## src/rtl/ccr_pkg.sv

```systemverilog
// rtl/ccr_pkg.sv - condition-code enum, CCR flag positions and DBcc state encoding
package ccr_pkg;

    localparam int unsigned CCR_W = 5;

    localparam int unsigned X_BIT = 4;
    localparam int unsigned N_BIT = 3;
    localparam int unsigned Z_BIT = 2;
    localparam int unsigned V_BIT = 1;
    localparam int unsigned C_BIT = 0;

    typedef enum logic [3:0] {
        CC_T  = 4'd0,
        CC_F  = 4'd1,
        CC_HI = 4'd2,
        CC_LS = 4'd3,
        CC_CC = 4'd4,
        CC_CS = 4'd5,
        CC_NE = 4'd6,
        CC_EQ = 4'd7,
        CC_VC = 4'd8,
        CC_VS = 4'd9,
        CC_PL = 4'd10,
        CC_MI = 4'd11,
        CC_GE = 4'd12,
        CC_LT = 4'd13,
        CC_GT = 4'd14,
        CC_LE = 4'd15
    } cc_cond_e;

    typedef enum logic {
        DB_IDLE = 1'b0,
        DB_EVAL = 1'b1
    } dbcc_state_e;

endpackage

```

## src/rtl/ccr_cond_eval.sv

```systemverilog
// rtl/ccr_cond_eval.sv - combinational 68k condition decode over N,Z,V,C (nzvc[3:0]); cond in, cond_true out
module ccr_cond_eval
    import ccr_pkg::*;
(
    input  logic [3:0] nzvc,
    input  logic [3:0] cond,
    output logic       cond_true
);

    logic f_n;
    logic f_z;
    logic f_v;
    logic f_c;

    assign f_n = nzvc[N_BIT];
    assign f_z = nzvc[Z_BIT];
    assign f_v = nzvc[V_BIT];
    assign f_c = nzvc[C_BIT];

    always_comb begin
        cond_true = 1'b0;
        case (cc_cond_e'(cond))
            CC_T:    cond_true = 1'b1;
            CC_F:    cond_true = 1'b0;
            CC_HI:   cond_true = !f_c && !f_z;
            CC_LS:   cond_true = f_c || f_z;
            CC_CC:   cond_true = !f_c;
            CC_CS:   cond_true = f_c;
            CC_NE:   cond_true = !f_z;
            CC_EQ:   cond_true = f_z;
            CC_VC:   cond_true = !f_v;
            CC_VS:   cond_true = f_v;
            CC_PL:   cond_true = !f_n;
            CC_MI:   cond_true = f_n;
            CC_GE:   cond_true = (f_n == f_v);
            CC_LT:   cond_true = (f_n != f_v);
            CC_GT:   cond_true = !f_z && (f_n == f_v);
            CC_LE:   cond_true = f_z || (f_n != f_v);
            default: cond_true = 1'b0;
        endcase
    end

endmodule

```

## src/rtl/ccr_unit.sv

```systemverilog
// rtl/ccr_unit.sv - CCR register, cond_true decode and DBcc loop counter (DBcc present only with CCR_DBCC_EN)
module ccr_unit
    import ccr_pkg::*;
#(
    parameter int CNT_BITS = 16
) (
    input  logic                clk,
    input  logic                rst_n,
    input  logic                alu_c,
    input  logic                alu_z,
    input  logic                alu_v,
    input  logic                alu_n,
    input  logic                upd_valid,
    input  logic [4:0]          upd_mask,
    input  logic                z_sticky,
    input  logic                ccr_wr,
    input  logic [4:0]          ccr_wdata,
    input  logic [3:0]          cond,
    output logic [4:0]          ccr,
    output logic                cond_true,
    input  logic                dbcc_load,
    input  logic [CNT_BITS-1:0] dbcc_init,
    input  logic                dbcc_go,
    input  logic [3:0]          dbcc_cond,
    output logic                dbcc_done,
    output logic                dbcc_branch,
    output logic [CNT_BITS-1:0] dbcc_count
);

    logic [CCR_W-1:0] ccr_q;
    logic [CCR_W-1:0] ccr_d;

    always_comb begin
        ccr_d = ccr_q;
        if (ccr_wr) begin
            ccr_d = ccr_wdata;
        end else if (upd_valid) begin
            if (upd_mask[X_BIT]) ccr_d[X_BIT] = alu_c;
            if (upd_mask[N_BIT]) ccr_d[N_BIT] = alu_n;
            // Extended-precision ops accumulate Z across words: it can only be cleared.
            if (upd_mask[Z_BIT]) ccr_d[Z_BIT] = z_sticky ? (ccr_q[Z_BIT] & alu_z) : alu_z;
            if (upd_mask[V_BIT]) ccr_d[V_BIT] = alu_v;
            if (upd_mask[C_BIT]) ccr_d[C_BIT] = alu_c;
        end
    end

    always_ff @(posedge clk or negedge rst_n) begin
        if (!rst_n) begin
            ccr_q <= '0;
        end else begin
            ccr_q <= ccr_d;
        end
    end

    assign ccr = ccr_q;

    ccr_cond_eval u_cond_eval (
        .nzvc      (ccr_q[3:0]),
        .cond      (cond),
        .cond_true (cond_true)
    );

`ifdef CCR_DBCC_EN

    dbcc_state_e         state_q;
    dbcc_state_e         state_d;
    logic [3:0]          dcond_q;
    logic [3:0]          dcond_d;
    logic [CNT_BITS-1:0] cnt_q;
    logic [CNT_BITS-1:0] cnt_d;
    logic                step_true;
    logic                branch_d;

    // Evaluated against ccr_q in the EVAL cycle, so a flag update landing
    // on the same edge as dbcc_go is already visible here.
    ccr_cond_eval u_dbcc_eval (
        .nzvc      (ccr_q[3:0]),
        .cond      (dcond_q),
        .cond_true (step_true)
    );

    always_comb begin
        state_d  = state_q;
        dcond_d  = dcond_q;
        cnt_d    = cnt_q;
        branch_d = 1'b0;
        case (state_q)
            DB_IDLE: begin
                if (dbcc_go) begin
                    dcond_d = dbcc_cond;
                    state_d = DB_EVAL;
                end
            end
            DB_EVAL: begin
                state_d = DB_IDLE;
                if (!step_true) begin
                    cnt_d    = cnt_q - CNT_BITS'(1);
                    // Falling through happens when the decrement wraps 0 -> all-ones.
                    branch_d = (cnt_q != '0);
                end
            end
            default: state_d = DB_IDLE;
        endcase
        if (dbcc_load) begin
            cnt_d = dbcc_init;
        end
    end

    always_ff @(posedge clk or negedge rst_n) begin
        if (!rst_n) begin
            state_q <= DB_IDLE;
            dcond_q <= '0;
            cnt_q   <= '0;
        end else begin
            state_q <= state_d;
            dcond_q <= dcond_d;
            cnt_q   <= cnt_d;
        end
    end

    assign dbcc_done   = (state_q == DB_EVAL);
    assign dbcc_branch = branch_d;
    assign dbcc_count  = cnt_q;

`else

    logic dbcc_inputs_unused;

    assign dbcc_inputs_unused = ^{dbcc_load, dbcc_init, dbcc_go, dbcc_cond};
    assign dbcc_done          = 1'b0;
    assign dbcc_branch        = 1'b0;
    assign dbcc_count         = '0;

`endif

endmodule
```

## config.mk

```make
export PLATFORM = sky130hd
export DESIGN_NAME = ccr_unit
export DESIGN_NICKNAME = d
export VERILOG_FILES = /design/src/rtl/ccr_pkg.sv /design/src/rtl/ccr_cond_eval.sv /design/src/rtl/ccr_unit.sv
export SDC_FILE = /design/constraint.sdc
export NUM_CORES = 1
export LEC_CHECK = 0
export ABC_AREA = 1
export CORE_MARGIN = 1.5
export CORE_UTILIZATION = 27
export CTS_BUF_LIST = sky130_fd_sc_hd__clkbuf_4
export DETAILED_ROUTE_END_ITERATION = 16
export GPL_TIMING_DRIVEN = 0
export PLACE_DENSITY = 0.77
export SLEW_MARGIN = 20
export SYNTH_ARGS = -nofsm -noshare
export SYNTH_HDL_FRONTEND = slang
export SYNTH_SLANG_ARGS = --single-unit
```

## constraint.sdc

```tcl
create_clock -name clk -period 1.2 [get_ports clk]
set_input_delay 0.24 -clock clk [delete_from_list [all_inputs] [get_ports clk]]
set_output_delay 0.24 -clock clk [all_outputs]
set_load 0.005 [all_outputs]
```

### After elaboration in Yosys (flattened, before gate mapping)

Cells that the tools add are included.

* muxes and demuxes: 9
* reduce and logical (&&, ||, !) cells: 20
* bitwise operators: 1
* equal/unequal tests: 17

Operator list (count)
* equality test 4 bit (second input constant): 8
* equality test 4 x 3 -> 1 bit (second input constant): 4
* case mux 1 bit (16 select lines): 1
* nonzero test 2 bit: 6
* 2-to-1 mux 5 bit: 2
* AND reduction 2 bit: 5
* equality test 4 x 2 -> 1 bit (second input constant): 2
* 2-to-1 mux 1 bit: 6
* equality test 4 x 1 -> 1 bit (second input constant): 1
* logical NOT 1 bit: 4
* logical NOT 4 bit: 1
* logical AND 1 bit: 2
* logical OR 1 bit: 2
* bitwise AND 1 bit: 1
* equality test 1 bit: 1
* != test 1 bit: 1

* input bits: 45
* register bits: 5
* logic and storage cells: 52

### Depth between registers and ports, before layout

Gate-level depths: netlist of the first run.

* depth in word-level cells: 5
* depth in mapped cells: 9
* depth with buffers taken out: 9

### Cells and area by module

From an unflattened synthesis of the first run, not the netlist that was laid out.

* cell total of the unflattened synthesis: 115
* area total of the unflattened synthesis: 648.1 µm²

Modules (own cells, without submodules)
* ccr_unit: area each 435.4 µm², instances 1, seq. area each 125.1 µm², cells each 64
* ccr_cond_eval: area each 212.7 µm², instances 1, seq. area each 0.0 µm², cells each 51

### Worst setup path after synthesis of the first run

No wires, ideal clock.

* path type: register -> output
* start: reg ccr_q[3] (netlist: ccr[3])
* end: out cond_true
* arrival: 875 ps
* buffers on the path: 0
* slack: 85 ps
* stages on the path, launching flop included: 9
* path through: dfrtp_1 > inv_1 > nand2_1 > nand2_1 > nand2_1 > nand3_2 > nand2_1 > nor2_1 > nand2_1

* longest elaborated chain between the ends: 3
* elaborated cells between the ends (all ways): 6
* classes of those cells: eq/ne (2); mux (1); reduce/logical (3)

RTL lines
* start: declaration: RTL line ccr_unit.sv:30 `logic [CCR_W-1:0] ccr_q;`
* start signal: assignment: RTL line ccr_unit.sv:51 `ccr_q <= ccr_d;`
* != test 1 bit or equality test 1 bit (tied branches)
* logical OR 1 bit or logical AND 1 bit (tied branches): RTL line ccr_cond_eval.sv:38, ccr_cond_eval.sv:37
* case mux 1 bit (16 select lines) (*): RTL line ccr_cond_eval.sv:22 `case (cc_cond_e'(cond))`
* end: declaration: RTL line ccr_unit.sv:20 `output logic cond_true,`

Mark *: on every way between the ends. The rest lies on a longest branch, timed or not.

### Final worst setup path of the first run

* start: reg ccr_q[2] (netlist: ccr[2])
* end: out cond_true

* longest elaborated chain between the ends: 3
* elaborated cells between the ends (all ways): 6
* classes of those cells: mux (1); reduce/logical (5)

RTL lines (RTL line)
* logical NOT 1 bit: ccr_cond_eval.sv:25, ccr_cond_eval.sv:29, ccr_cond_eval.sv:37
* logical AND 1 bit, on equally long branches: ccr_cond_eval.sv:37, ccr_cond_eval.sv:25
* case mux 1 bit (16 select lines) (*): ccr_cond_eval.sv:22

Marks and branches as above.

==> flow_summary.rst, run 1 <==
.. list-table::
   :header-rows: 1

   * - Metric
     - Value
   * - Crit path capture type
     - output pin
   * - Area after DPL
     - 972.2 um^2
   * - Weighted congestion reported at the end of routability-driven placement
     - 0.8265
   * - Final count of pins violating max slew
     - 0
   * - Flop and latch count out of synthesis
     - 5
   * - Port-buffer cells
     - 28
   * - Worst-path maximum fanout
     - 4
   * - Via density per instance
     - 4.055
   * - Simple-gate area share of the yosys netlist
     - 0.4000
   * - Worst Path Buf+Inv
     - 2
   * - Worst clock skew
     - 0 ns
   * - FMAX
     - 0.6720 GHz
   * - Number of sinks driven by the clock tree
     - 5
   * - Length of the first detailed-routing pass in iterations
     - 2
   * - Antenna violations before repair
     - 0
   * - Compound-cell area share of the yosys netlist
     - 0.09263
   * - Critical path start-end classification
     - flip-flop to output pin
   * - Clock latency of the later-clocked register in the worst-skew pair
     - 0.24 ns
   * - Inserted Clock Buffers
     - 3
   * - DRC
     - 0
   * - Cell area after technology mapping
     - 594.3 um^2
   * - Hold Buf Count CTS
     - 0
   * - Number of rows created at floorplan
     - 16
   * - Post-detailed-route wirelength per cell
     - 8.044 um
   * - Die Wd
     - 49.92 um
   * - Power density cells
     - 730.6 nW/um^2
   * - Reg-to-reg critical path startpoint
     - ccr[2]
   * - Total number of vias
     - 738
   * - Cell area after layout
     - 1037 um^2
   * - Endpoints failing setup
     - 2
   * - Number of standard cells after synthesis
     - 100
   * - Cell family with most CP delay
     - flip-flops
   * - Post-layout min period
     - 1.488 ns
   * - PnR Total Power
     - 0.7578 mW
   * - Crit-path max cell delay
     - 0.40 ns
   * - Critical-path top delay cell
     - sky130_fd_sc_hd__dfrtp_1
   * - Num ports
     - 69
   * - Max FFs per register
     - 5
   * - Main combinational cell family by area after synthesis
     - simple AND/OR/NAND/NOR gates
   * - Number of violations of the max-capacitance limit
     - 0
   * - TritonCTS clock tree
     - yes
   * - Worst setup path start
     - ccr[2]
   * - Post-synthesis xor/xnor area fraction
     - 0
   * - Most Frequent Cell on Critical Path
     - sky130_fd_sc_hd__nand2_1
   * - Detail Route Antenna Nets
     - 0
   * - Unrepaired setup endpoints after global routing
     - yes
   * - Crit path DAT
     - 1.25 ns
   * - Violated checks
     - negative setup slack
   * - Growth of design area from synthesis to finish
     - 74.53%
   * - Antenna diode count
     - 0
   * - Nature of the critical path startpoint
     - flip-flop
   * - Run status
     - complete, but fails checks
   * - Post-route worst setup slack
     - -0.2882 ns
   * - Final Hold Viols
     - 0
   * - Layout cells sized above 1
     - 0.2903
   * - Maximum number of pins on one net before global-route repair
     - 8
   * - Slack of the worst reg-to-reg path
     - 0.28 ns
   * - Half-perimeter wire length of the detailed placement result
     - 1.215 mm
   * - WP data required
     - 0.96 ns
   * - Die H
     - 49.92 um
   * - Synth Area per Inst
     - 5.943 um^2
   * - Starting density of the core
     - 0.2939
   * - Most frequent cells in the layout
     - sky130_fd_sc_hd__nand2_1 (33), sky130_fd_sc_hd__buf_4 (23), sky130_fd_sc_hd__conb_1 (18), sky130_fd_sc_hd__clkdlybuf4s50_1 (18), sky130_fd_sc_hd__nand3_1 (10)
   * - CP Cell Sequence
     - inv_2 > nand2_2 > nand2_2 > nand2_1 > nand2_1 > nand2_1 > nor2_1 > nand2_1 > buf_2
   * - Placed cell count
     - 172
   * - Root Buffer
     - sky130_fd_sc_hd__clkbuf_4
   * - Number of DRC violations after detailed-routing iteration 0
     - 4
   * - Vias in the first global route
     - 613
   * - Area of combinational cells with multiple inputs
     - 372.9 um^2
   * - Total congestion overflow
     - 0
   * - Final non-filler cell total
     - 182
   * - Overall die area
     - 2492 um^2
   * - Global-route wire length before repair
     - 2.263 mm
   * - Register area share after synthesis
     - 0.2105
   * - Filler instances
     - 199
   * - Clock edge transition at the registers on the reported setup and hold paths
     - 0.04 ns
   * - Maximum ir drop on the vdd rail
     - 0.4627 mV
   * - Post-Route Utilization
     - 0.5130
   * - Multiplexer share of the synthesized area
     - 0
   * - Commonest non-fill, non-tap cell in the layout
     - sky130_fd_sc_hd__nand2_1
   * - Path type of the worst min-delay path
     - input pin to asynchronous set/reset pin
   * - Routed WL
     - 1.464 mm
   * - Max clock buf depth
     - 2
   * - Number of nets in the layout
     - 201
   * - All-layer global routing usage
     - 0.1189
   * - Warning count from the yosys run
     - 0
   * - Maximum level of the CTS H-tree
     - 1
   * - Final worst-path cycle share
     - 1.240
   * - Sequential Area
     - 125.1 um^2
   * - Synth unique cells
     - 16
   * - Post-Synth Adder-Cell Area
     - 0
   * - Static power due to leakage
     - 0.5867 nW
   * - Post-placement worst setup slack
     - -0.8542 ns
   * - Placeable core region
     - 2022 um^2
[cell usage after synthesis]
cell type,instances,area (um^2)
sky130_fd_sc_hd__a21boi_0,1,7.510
sky130_fd_sc_hd__a21oi_1,1,5.000
sky130_fd_sc_hd__a31oi_1,2,12.51
sky130_fd_sc_hd__buf_4,18,135.1
sky130_fd_sc_hd__conb_1,1,3.750
sky130_fd_sc_hd__dfrtp_1,5,125.1
sky130_fd_sc_hd__inv_1,8,30.03
sky130_fd_sc_hd__inv_2,2,7.510
sky130_fd_sc_hd__nand2_1,38,142.6
sky130_fd_sc_hd__nand2_2,1,6.260
sky130_fd_sc_hd__nand3_1,10,50.05
sky130_fd_sc_hd__nand3_2,1,10.01
sky130_fd_sc_hd__nand4_1,1,6.260
sky130_fd_sc_hd__nor2_1,6,22.52
sky130_fd_sc_hd__o211ai_1,2,15.01
sky130_fd_sc_hd__o21ai_0,3,15.01
[logic make-up after synthesis]
logic type | Yosys count
compound gates | 9
buf+inv | 28
other cells | 1
simple gates | 57
flops | 5
[path summary, 6_finish.rpt]
| path | end | cells after the start |
|---|---|---|
| setup / recovery | cond_true | 9 |
| max in group asynchronous | ccr[2] | 1 |
| hold / removal | ccr[4] | 1 |
| setup reg to reg | ccr[2] | 5 |
| min in group clk | ccr[4] | 2 |
| hold reg to reg | ccr[4] | 2 |
[repair_timing]
item / 4_1_cts / 5_1_grt
resized for setup: 28 / 5
pin swaps: 3 / 5
buffers inserted: 4 / 2
setup endpoints to repair: 6 / 3
[cell type report]
cell class	instances	area share
Inverter	10	0.03619
Multi-Input combinational cell	84	0.3595
Clock buffer	4	0.02895
Timing Repair Buffer	34	0.2919
Sequential cell	5	0.1206
Buffer	18	0.1303
Tap cell	27	0.03257
[metrics by stage]
| step | hold slack, ns | TNS, ns |
|---|---|---|
| after floorplan | -0.05559 | 0 |
| after detailed placement | 0.4788 | -1.287 |
| final | 0.2189 | -0.3711 |
| after global placement | 0.4676 | -1.116 |
| after global routing | 0.2235 | -0.5694 |
| after CTS | 0.2204 | -0.3910 |
[metal layers]
layer / vias to the layer above / track usage / part of all wire
met4: 0 / 0.05556 / 0.0061
met3: 2 / 0.04848 / 0.11
li1: 396 / - / -
met5: - / 0 / 0
met2: 40 / 0.2311 / 0.50
met1: 300 / 0.1031 / 0.38
[where the power goes]
group,switching (mW),internal (mW),leakage (nW),total [mW]
logic,0.151,0.191,0.509,0.342
registers,0.0152,0.187,0.0592,0.202
clock network,0.0661,0.148,0.0184,0.214
(Power assumes the default switching activity.)
==> run 2: changes to the inputs <==
CORE_MARGIN = 2   (was 1.5)
GPL_TIMING_DRIVEN = unset   (was 0)
TNS_END_PERCENT = 20   (was unset)
==> run 2 against run 1 <==
  * The flow still finishes with violations (negative setup slack)
  * Worst hold slack worse by 0.0022 ns
  * Power down 2.8%
  * Clock power about the same
  * Fmax down 1.5%
  * Critical path depth unchanged
  * Non-clock buffer count down 9
  * Die area up 4.0%
  * Final area down 7.5%
  * Clock skew unchanged
  * Sequential share of layout area up 0.98 points
  * Wire length up 3.6%
  * Count of clock-buffer cells in the layout unchanged
  * Largest cell class is now multi-input gates
  * Highest routed layer unchanged
==> flow_summary.rst, run 2 (synthesized netlist as in run 1, its figures left out) <==
.. list-table::
   :header-rows: 1

   * - Metric
     - Value
   * - Post-route worst setup slack
     - -0.3112 ns (was -0.2882 ns)
   * - Number of cells on the worst reg-to-reg path
     - 6 (was 5)
   * - Worst clock skew
     - 0 ns (unchanged)
   * - Violated checks
     - negative setup slack (unchanged)
   * - Die Wd
     - 50.92 um (was 49.92 um)
   * - Maximum level of the CTS H-tree
     - 1 (unchanged)
   * - Port-buffer cells
     - 28 (unchanged)
   * - Number of DRC violations after detailed-routing iteration 0
     - 10 (was 4)
   * - Endpoints failing setup
     - 3 (was 2)
   * - TritonCTS clock tree
     - yes (unchanged)
   * - Gate power share
     - 0.437 (was 0.451)
   * - Number of violations of the max-capacitance limit
     - 0 (unchanged)
   * - Worst-path maximum fanout
     - 4 (unchanged)
   * - Antenna violations before repair
     - 0 (unchanged)
   * - Switching power
     - 0.2276 mW (was 0.2318 mW)
   * - Vias in the first global route
     - 727 (was 613)
   * - Num ports
     - 69 (unchanged)
   * - Power density cells
     - 767.9 nW/um^2 (was 730.6 nW/um^2)
   * - PnR Total Power
     - 0.7369 mW (was 0.7578 mW)
   * - Filler instances
     - 209 (was 199)
   * - Number of nets in the layout
     - 192 (was 201)
   * - Weighted congestion reported at the end of routability-driven placement
     - 0.8681 (was 0.8265)
   * - WP data required
     - 0.96 ns (about the same)
   * - Reg-to-reg critical path startpoint
     - ccr[2] (unchanged)
   * - Most frequent cells in the layout
     - sky130_fd_sc_hd__nand2_1 (33), sky130_fd_sc_hd__conb_1 (18), sky130_fd_sc_hd__clkdlybuf4s50_1 (18), sky130_fd_sc_hd__buf_4 (16), sky130_fd_sc_hd__nand3_1 (10) (was sky130_fd_sc_hd__nand2_1 (33), sky130_fd_sc_hd__buf_4 (23), sky130_fd_sc_hd__conb_1 (18), sky130_fd_sc_hd__clkdlybuf4s50_1 (18), sky130_fd_sc_hd__nand3_1 (10))
   * - Final worst-path cycle share
     - 1.259 (was 1.240)
   * - Clock edge transition at the registers on the reported setup and hold paths
     - 0.04 ns (about the same)
   * - Sequential share of power
     - 0.276 (was 0.266)
   * - Number of sinks driven by the clock tree
     - 5 (unchanged)
   * - Length of the first detailed-routing pass in iterations
     - 3 (was 2)
   * - Crit-path max cell delay
     - 0.40 ns (about the same)
   * - Placeable core region
     - 2022 um^2 (unchanged)
   * - Starting density of the core
     - 0.2939 (unchanged)
   * - Via density per instance
     - 4.231 (was 4.055)
   * - Commonest non-fill, non-tap cell in the layout
     - sky130_fd_sc_hd__nand2_1 (unchanged)
   * - Clock latency of the later-clocked register in the worst-skew pair
     - 0.24 ns (about the same)
   * - Post-Route Utilization
     - 0.4746 (was 0.5130)
   * - Inserted Clock Buffers
     - 3 (unchanged)
   * - DRC
     - 0 (unchanged)
   * - Unrepaired setup endpoints after global routing
     - yes (unchanged)
   * - Worst reg2reg endpoint
     - ccr[2] (unchanged)
   * - Clock network power share
     - 0.287 (was 0.283)
   * - Hold Buf Count CTS
     - 0 (unchanged)
   * - Static power due to leakage
     - 0.5329 nW (was 0.5867 nW)
   * - Sw Share
     - 0.3089 (was 0.3058)
   * - Slack of the worst reg-to-reg path
     - 0.20 ns (was 0.28 ns)
   * - Post-layout min period
     - 1.511 ns (was 1.488 ns)
   * - Total congestion overflow
     - 0 (unchanged)
   * - Global-route wire length before repair
     - 2.587 mm (was 2.263 mm)
   * - Maximum number of pins on one net before global-route repair
     - 6 (was 8)
   * - Die H
     - 50.92 um (was 49.92 um)
   * - Overall die area
     - 2592 um^2 (was 2492 um^2)
   * - Antenna diode count
     - 0 (unchanged)
   * - Maximum ir drop on the vdd rail
     - 0.5242 mV (was 0.4627 mV)
   * - Post-detailed-route wirelength per cell
     - 8.763 um (was 8.044 um)
   * - Max clock buf depth
     - 2 (unchanged)
   * - CP Cell Sequence
     - inv_1 > nand2_2 > nand2_2 > nand2_2 > nand3_2 > nand2_1 > nor2_1 > nand2_1 > buf_2 (was inv_2 > nand2_2 > nand2_2 > nand2_1 > nand2_1 > nand2_1 > nor2_1 > nand2_1 > buf_2)
   * - Crit path DAT
     - 1.27 ns (was 1.25 ns)
   * - Minimum hold slack
     - 0.2167 ns (was 0.2189 ns)
   * - Final setup TNS
     - -0.4445 ns (was -0.3711 ns)
   * - FMAX
     - 0.6617 GHz (was 0.6720 GHz)
   * - Most Frequent Cell on Critical Path
     - sky130_fd_sc_hd__nand2_2 (was sky130_fd_sc_hd__nand2_1)
   * - Run status
     - complete, but fails checks (unchanged)
   * - Root Buffer
     - sky130_fd_sc_hd__clkbuf_4 (unchanged)
   * - Internal cell power
     - 0.5093 mW (was 0.5261 mW)
   * - Worst setup path start
     - ccr[3] (was ccr[2])
   * - Final count of pins violating max slew
     - 0 (unchanged)
   * - Detail Route Antenna Nets
     - 0 (unchanged)
   * - Routed WL
     - 1.516 mm (was 1.464 mm)
   * - Nature of the critical path startpoint
     - flip-flop (unchanged)
   * - Layout cells sized above 1
     - 0.2466 (was 0.2903)
   * - Critical path start-end classification
     - flip-flop to output pin (unchanged)
   * - Growth of design area from synthesis to finish
     - 61.47% (was 74.53%)
   * - All-layer global routing usage
     - 0.1297 (was 0.1189)
   * - Max FFs per register
     - 5 (unchanged)
   * - Number of rows created at floorplan
     - 16 (unchanged)
   * - Path type of the worst min-delay path
     - input pin to asynchronous set/reset pin (unchanged)
   * - Crit path capture type
     - output pin (unchanged)
   * - Half-perimeter wire length of the detailed placement result
     - 1.309 mm (was 1.215 mm)
   * - Total number of vias
     - 732 (was 738)
   * - Critical-path top delay cell
     - sky130_fd_sc_hd__dfrtp_1 (unchanged)
   * - Final Hold Viols
     - 0 (unchanged)
run 2: cell count changes in the layout (fill, tap and decap cells not counted):
cell	delta
sky130_fd_sc_hd__buf_6	-1
sky130_fd_sc_hd__inv_2	-2
sky130_fd_sc_hd__clkbuf_2	+3
sky130_fd_sc_hd__dlygate4sd2_1	-1
sky130_fd_sc_hd__clkdlybuf4s15_1	-1
sky130_fd_sc_hd__buf_2	-2
sky130_fd_sc_hd__buf_4	-7
sky130_fd_sc_hd__inv_1	+2
run 2: stage by stage:
step / instance area, um^2 / instances / setup slack, ns
4_1_cts: 958.4 / 172 / -0.3220
3_3_place_gp: 927.1 / 166 / -0.8047
5_1_grt: 959.7 / 173 / -0.4069
6_report: 959.7 / 173 / -0.3112
3_5_place_dp: 927.1 / 166 / -0.8616
2_1_floorplan: 658.1 / 117 / 0.08461
run 2: how the worst max path moves through the flow:
| stage | to | slack, ns | cells past startpoint |
|---|---|---|---|
| 2_1_floorplan | cond_true | 0.08 | 8 |
| 3_3_place_gp | cond_true | -0.80 | 11 |
| 3_5_place_dp | cond_true | -0.86 | 11 |
| 4_1_cts | cond_true | -0.32 | 9 |
| 5_1_grt | cond_true | -0.41 | 9 |
| 6_report | cond_true | -0.31 | 9 |
run 2: cell type report:
class	count	area (um^2)	area share
multi-input cells	84	372.9	0.3885
repair buffers	43	360.3	0.3755
flip-flops and latches	5	125.1	0.1304
inverters	10	37.54	0.03911
well taps	27	33.78	0.03520
clock buffers	4	30.03	0.03129
run 2: timing repair:
| item | 4_1_cts | 5_1_grt |
|---|---|---|
| setup buffers | 2 | 1 |
| pin swaps | 4 | 4 |
| endpoints found under the setup margin | 6 | 3 |
| gates resized for setup | 20 | 9 |
run 2: power groups by stage:
stage	Sequential [mW]	Combinational (mW)	Clock (mW)
6_report	0.203	0.322	0.211
2_1_floorplan	0.205	0.165	0
3_5_place_dp	0.203	0.323	0
4_1_cts	0.201	0.317	0.219
3_3_place_gp	0.203	0.315	0
5_1_grt	0.206	0.363	0.233
run 2: metal layers:
metal  track usage  part of all wire  vias up
met4       0.09910             0.022        0
li1              -                 -      375
met2        0.2446              0.51       47
met3       0.03509              0.10        6
met5             0                 0        -
met1        0.1145              0.36      304
run 2: critical path: cells and delay by family (launching register included):
| family | cells | cell delay, ns |
|---|---|---|
| simple gates | 7 | 0.43 |
| flops | 1 | 0.40 |
| buf+inv | 2 | 0.20 |
==> RTL edit 1, RTL diff (flow settings as in run 1) <==
`CNT_BITS`: 16 -> 32.
--- a/src/rtl/ccr_unit.sv
+++ b/src/rtl/ccr_unit.sv
@@ -2,7 +2,7 @@
 module ccr_unit
     import ccr_pkg::*;
 #(
-    parameter int CNT_BITS = 16
+    parameter int CNT_BITS = 32
 ) (
     input  logic                clk,
     input  logic                rst_n,
Interface: changed (resized dbcc_count and dbcc_init); port bits go from 69 to 101. The function was not compared with the original's and may differ.
==> RTL edit 1 against run 1 <==
The flow still finishes with violations (setup timing). Total power rose by 6.0%. Worst hold slack worse by 2.9 ps. Final area grew 18%. Wire length up 6.3%. Sequential cell count did not move. Area after synthesis is 20% higher. Count of clock-buffer cells in the layout did not move. Final cell count rose by 19%. Worst setup slack worse by 12 ps. Register-to-register slack about the same. First-iteration DRC count grew 130%. Combinational power increased by 12%. Global-route usage shrank 0.52 points. Core utilization decreased by 2.4 points. Critical endpoint unchanged. Largest cell class unchanged.
==> RTL edit 1: results (changes against run 1) <==
* FF-to-FF Start: ccr[3]$_DFFE_PN0P_
* Gr usage total at 11.4% (-0.52 points)
* DRT met1 WL at 652 µm (+18%)
* GRT met3 Usage at 3.01% (-1.8 points)
* Global-route wire length before repair at 2410 µm (+6.4%)
* R2r worst-path depth at 4 (-1)
* Nets@finish at 248 (+23%)
* Setup TNS at -398 ps (-26.8 ps)
* Wire length on met3 at 142 µm (-14%)
* Fin worst setup slack at -301 ps (-12.5 ps)
* Clock share of power at 26.7% (-1.6 points)
* # setup viols final at 2 (unchanged)
* VDD IR max at 428 µV (-7.4%)
* Drt wl/cell at 7.20 µm (-10%)
* Main area contributors after synthesis: buf_4, nand2_1, dfrtp_1, nand3_1, inv_1
* Fillers at 261 (+31%)
* Std-Cell Rows at 18 (+2)
* Sw frac at 30.7% (+0.074 points)
* Largest stage delay, worst path at 380 ps (-20 ps)
* Leakage at 0.739 nW (+26%)
* M2 GR Usage at 17.7% (-5.4 points)
* Most instantiated cells after synthesis: nand2_1, buf_4, nand3_1
* Violated checks: setup timing
* Metal2 WL at 725 µm (-1.6%)
* Register area share after synthesis at 17.5% (-3.5 points)
* Compound-Gate Fraction of Synth Area at 7.71% (-1.6 points)
* Share of cells above drive strength 1 at 32.3% (+3.2 points)
* Non-filler cells, final at 216 (+19%)
* Delay-heaviest family, CP: simple AND/OR/NAND/NOR gates
* Final GP Congestion at 0.701 (-15%)
* Outcome: finished with violations
* Routing usage on met1 at 13.7% (+3.4 points)
* R2R Path End: ccr[3]$_DFFE_PN0P_
* Vias in the first global route at 598 (-2.4%)
* Hpwl dp at 1320 µm (+8.7%)
-- RTL edit 1: through the flow --
stage	hold slack [ps]	instance area, µm²	total power, mW	worst slack (ps)	util (%)
global route	210	1220	0.886	-423	48.9
global placement	480	1160	0.570	-844	46.2
floorplan	-55.6	838	0.419	84.6	-
CTS	216	1200	0.793	-336	48.0
detailed placement	475	1160	0.572	-834	46.2
finish	216	1220	0.804	-301	48.9
-- RTL edit 1: area by class of cell --
| type | instances | area, µm² | share of cell area (%) |
|---|---|---|---|
| inverter | 10 | 37.5 | 3.07 |
| multi-input combinational | 100 | 433 | 35.4 |
| buffer | 34 | 255 | 20.9 |
| timing repair buffer | 33 | 304 | 24.8 |
| tap | 30 | 37.5 | 3.07 |
| clock buffer | 4 | 30.0 | 2.45 |
| sequential | 5 | 126 | 10.3 |
-- RTL edit 1: timing repair --
action / CTS / global route
gates resized for setup: 16 / 13
endpoints found under the hold margin: 0 / 0
buffers inserted: 3 / 2
setup endpoints to repair: 6 / 5
pin swaps: 4 / 6
==> RTL edit 2, RTL diff (settings of run 1) <==
Without the edit above. Add an input register stage for `ccr_wr`; this delays it by one clock. The other inputs are not delayed to match.
--- a/src/rtl/ccr_unit.sv
+++ b/src/rtl/ccr_unit.sv
@@ -27,12 +27,18 @@
     output logic [CNT_BITS-1:0] dbcc_count
 );
 
+    logic ccr_wr_q;
+
+    always_ff @(posedge clk) begin
+        ccr_wr_q <= ccr_wr;
+    end
+
     logic [CCR_W-1:0] ccr_q;
     logic [CCR_W-1:0] ccr_d;
 
     always_comb begin
         ccr_d = ccr_q;
-        if (ccr_wr) begin
+        if (ccr_wr_q) begin
             ccr_d = ccr_wdata;
         end else if (upd_valid) begin
             if (upd_mask[X_BIT]) ccr_d[X_BIT] = alu_c;
Formal check against the unedited RTL: not equivalent (a bounded check fails within 4 cycles, from zero or initial values and one cycle with rst_n low).
==> RTL edit 2 against run 1 <==
Synthesized cell count up 1.0%. Worst hold slack got worse by 18 ps. Sequential cell count is 1 higher. Wire length shrank 1.1%. First-iteration DRC count down 25%. Die area up 3.2%. Critical path type unchanged. Core utilization fell by 2.9 points. Total power grew 6.0%. Worst setup slack worse by 42 ps. Area after synthesis up 3.4%. Highest routed layer unchanged. Clock skew up 0.54 ps. Final area rose by 1.2%. Combinational power decreased by 3%. The run still ends with setup timing left.
==> RTL edit 2: results (changes against run 1) <==
* Vias per inst at 3.97 (-2.0%)
* Metal2 WL at 770 µm (+4.5%)
* Register area share after synthesis at 23.6% (+2.6 points)
* Cell variety after synth at 17 (+1)
* GRT met3 Usage at 2.38% (-2.5 points)
* Avg Inst Size Synth at 6.08 µm² (+2.3%)
* Violated checks: setup timing
* Fraction of registers with async set/reset at 83.3% (-17 points)
* Final Power at 0.803 mW (+6.0%)
* Fin area at 1050 µm² (+1.2%)
* Wire length on met3 at 161 µm (-2.4%)
* Compound-Gate Fraction of Synth Area at 8.96% (-0.30 points)
* Global-route wire length before repair at 2190 µm (-3.0%)
* Signal buf overhead at 41.1% (-1.1 points)
* Vias in the first global route at 595 (-2.9%)
* Fillers at 241 (+21%)
* Routing usage on met1 at 9.24% (-1.1 points)
* Fin worst setup slack at -330 ps (-42.3 ps)
* Setup TNS at -556 ps (-184 ps)
* Share of cells above drive strength 1 at 26.6% (-2.4 points)
* Leakage at 0.589 nW (+0.36%)
* Pre-antenna DRT Iters at 5 (+3)
* Post-DP Area at 993 µm² (+2.2%)
* Gr usage total at 11.1% (-0.76 points)
* # setup viols final at 3 (+1)
* Drt wl/cell at 7.96 µm (-1.1%)
* M2 GR Usage at 23.7% (+0.57 points)
* Outcome: finished with violations
* Hpwl dp at 1240 µm (+2.3%)
* Area share of the largest cell type after synthesis at 23.2% (-0.78 points)
* Worst slack at placement at -857 ps (-2.78 ps)
* Placed insts at 174 (+1.2%)
* Final GP Congestion at 0.751 (-9.1%)
* VDD IR max at 470 µV (+1.6%)
* Storage element area at 145 µm² (+16%)
* Multi-input gate area at 370 µm² (-0.67%)
* Vias at 723 (-2.0%)
* Clock skew at 0.537 ps (+0.537 ps)
-- RTL edit 2: power by group --
| group | total (mW) | switching [mW] | internal [mW] | leakage (nW) |
|---|---|---|---|---|
| sequential | 0.241 | 0.0191 | 0.222 | 0.0677 |
| combinational | 0.331 | 0.144 | 0.187 | 0.503 |
| clock | 0.232 | 0.0826 | 0.149 | 0.0184 |
-- RTL edit 2: timing repair --
| action | CTS | global route |
|---|---|---|
| gates resized for setup | 21 | 6 |
| endpoints found under the setup margin | 6 | 4 |
| buffers inserted | 3 | 1 |
| pin swaps | 3 | 3 |
-- RTL edit 2: kinds of logic (layout without fill, tap and decap cells) --
group,after synthesis,count (layout)
other,1,18
AOI/OAI and AO/OA,9,9
and+or+nand+nor,57,57
buffers and inverters,28,64
DFF,6,6
-- RTL edit 2: worst max-delay path, stage by stage, from the launching register on --
cell and delay [ps]:
dfrtp_1 410, inv_2 90, nand2_1 70, nand2_1 70, nand2_1 50, nand2_1 50, nand2_1 40, nor2_1 90
nand2_1 50, buf_2 120
-- RTL edit 2: path summary, 6_finish.rpt --
check | from | end | slack [ps] | cells past startpoint
setup reg to reg | ccr_wr_q$_DFF_P_ | ccr[0]$_DFFE_PN0P_ | 210 | 4
setup / recovery | ccr[2]$_DFFE_PN0P_ | cond_true | -330 | 9
hold / removal | rst_n | ccr[2]$_DFFE_PN0P_ | 200 | 1
hold reg to reg | ccr_wr_q$_DFF_P_ | ccr[2]$_DFFE_PN0P_ | 500 | 2
max in group asynchronous | rst_n | ccr[0]$_DFFE_PN0P_ | 820 | 1
min in group clk | ccr_wr | ccr_wr_q$_DFF_P_ | 430 | 1
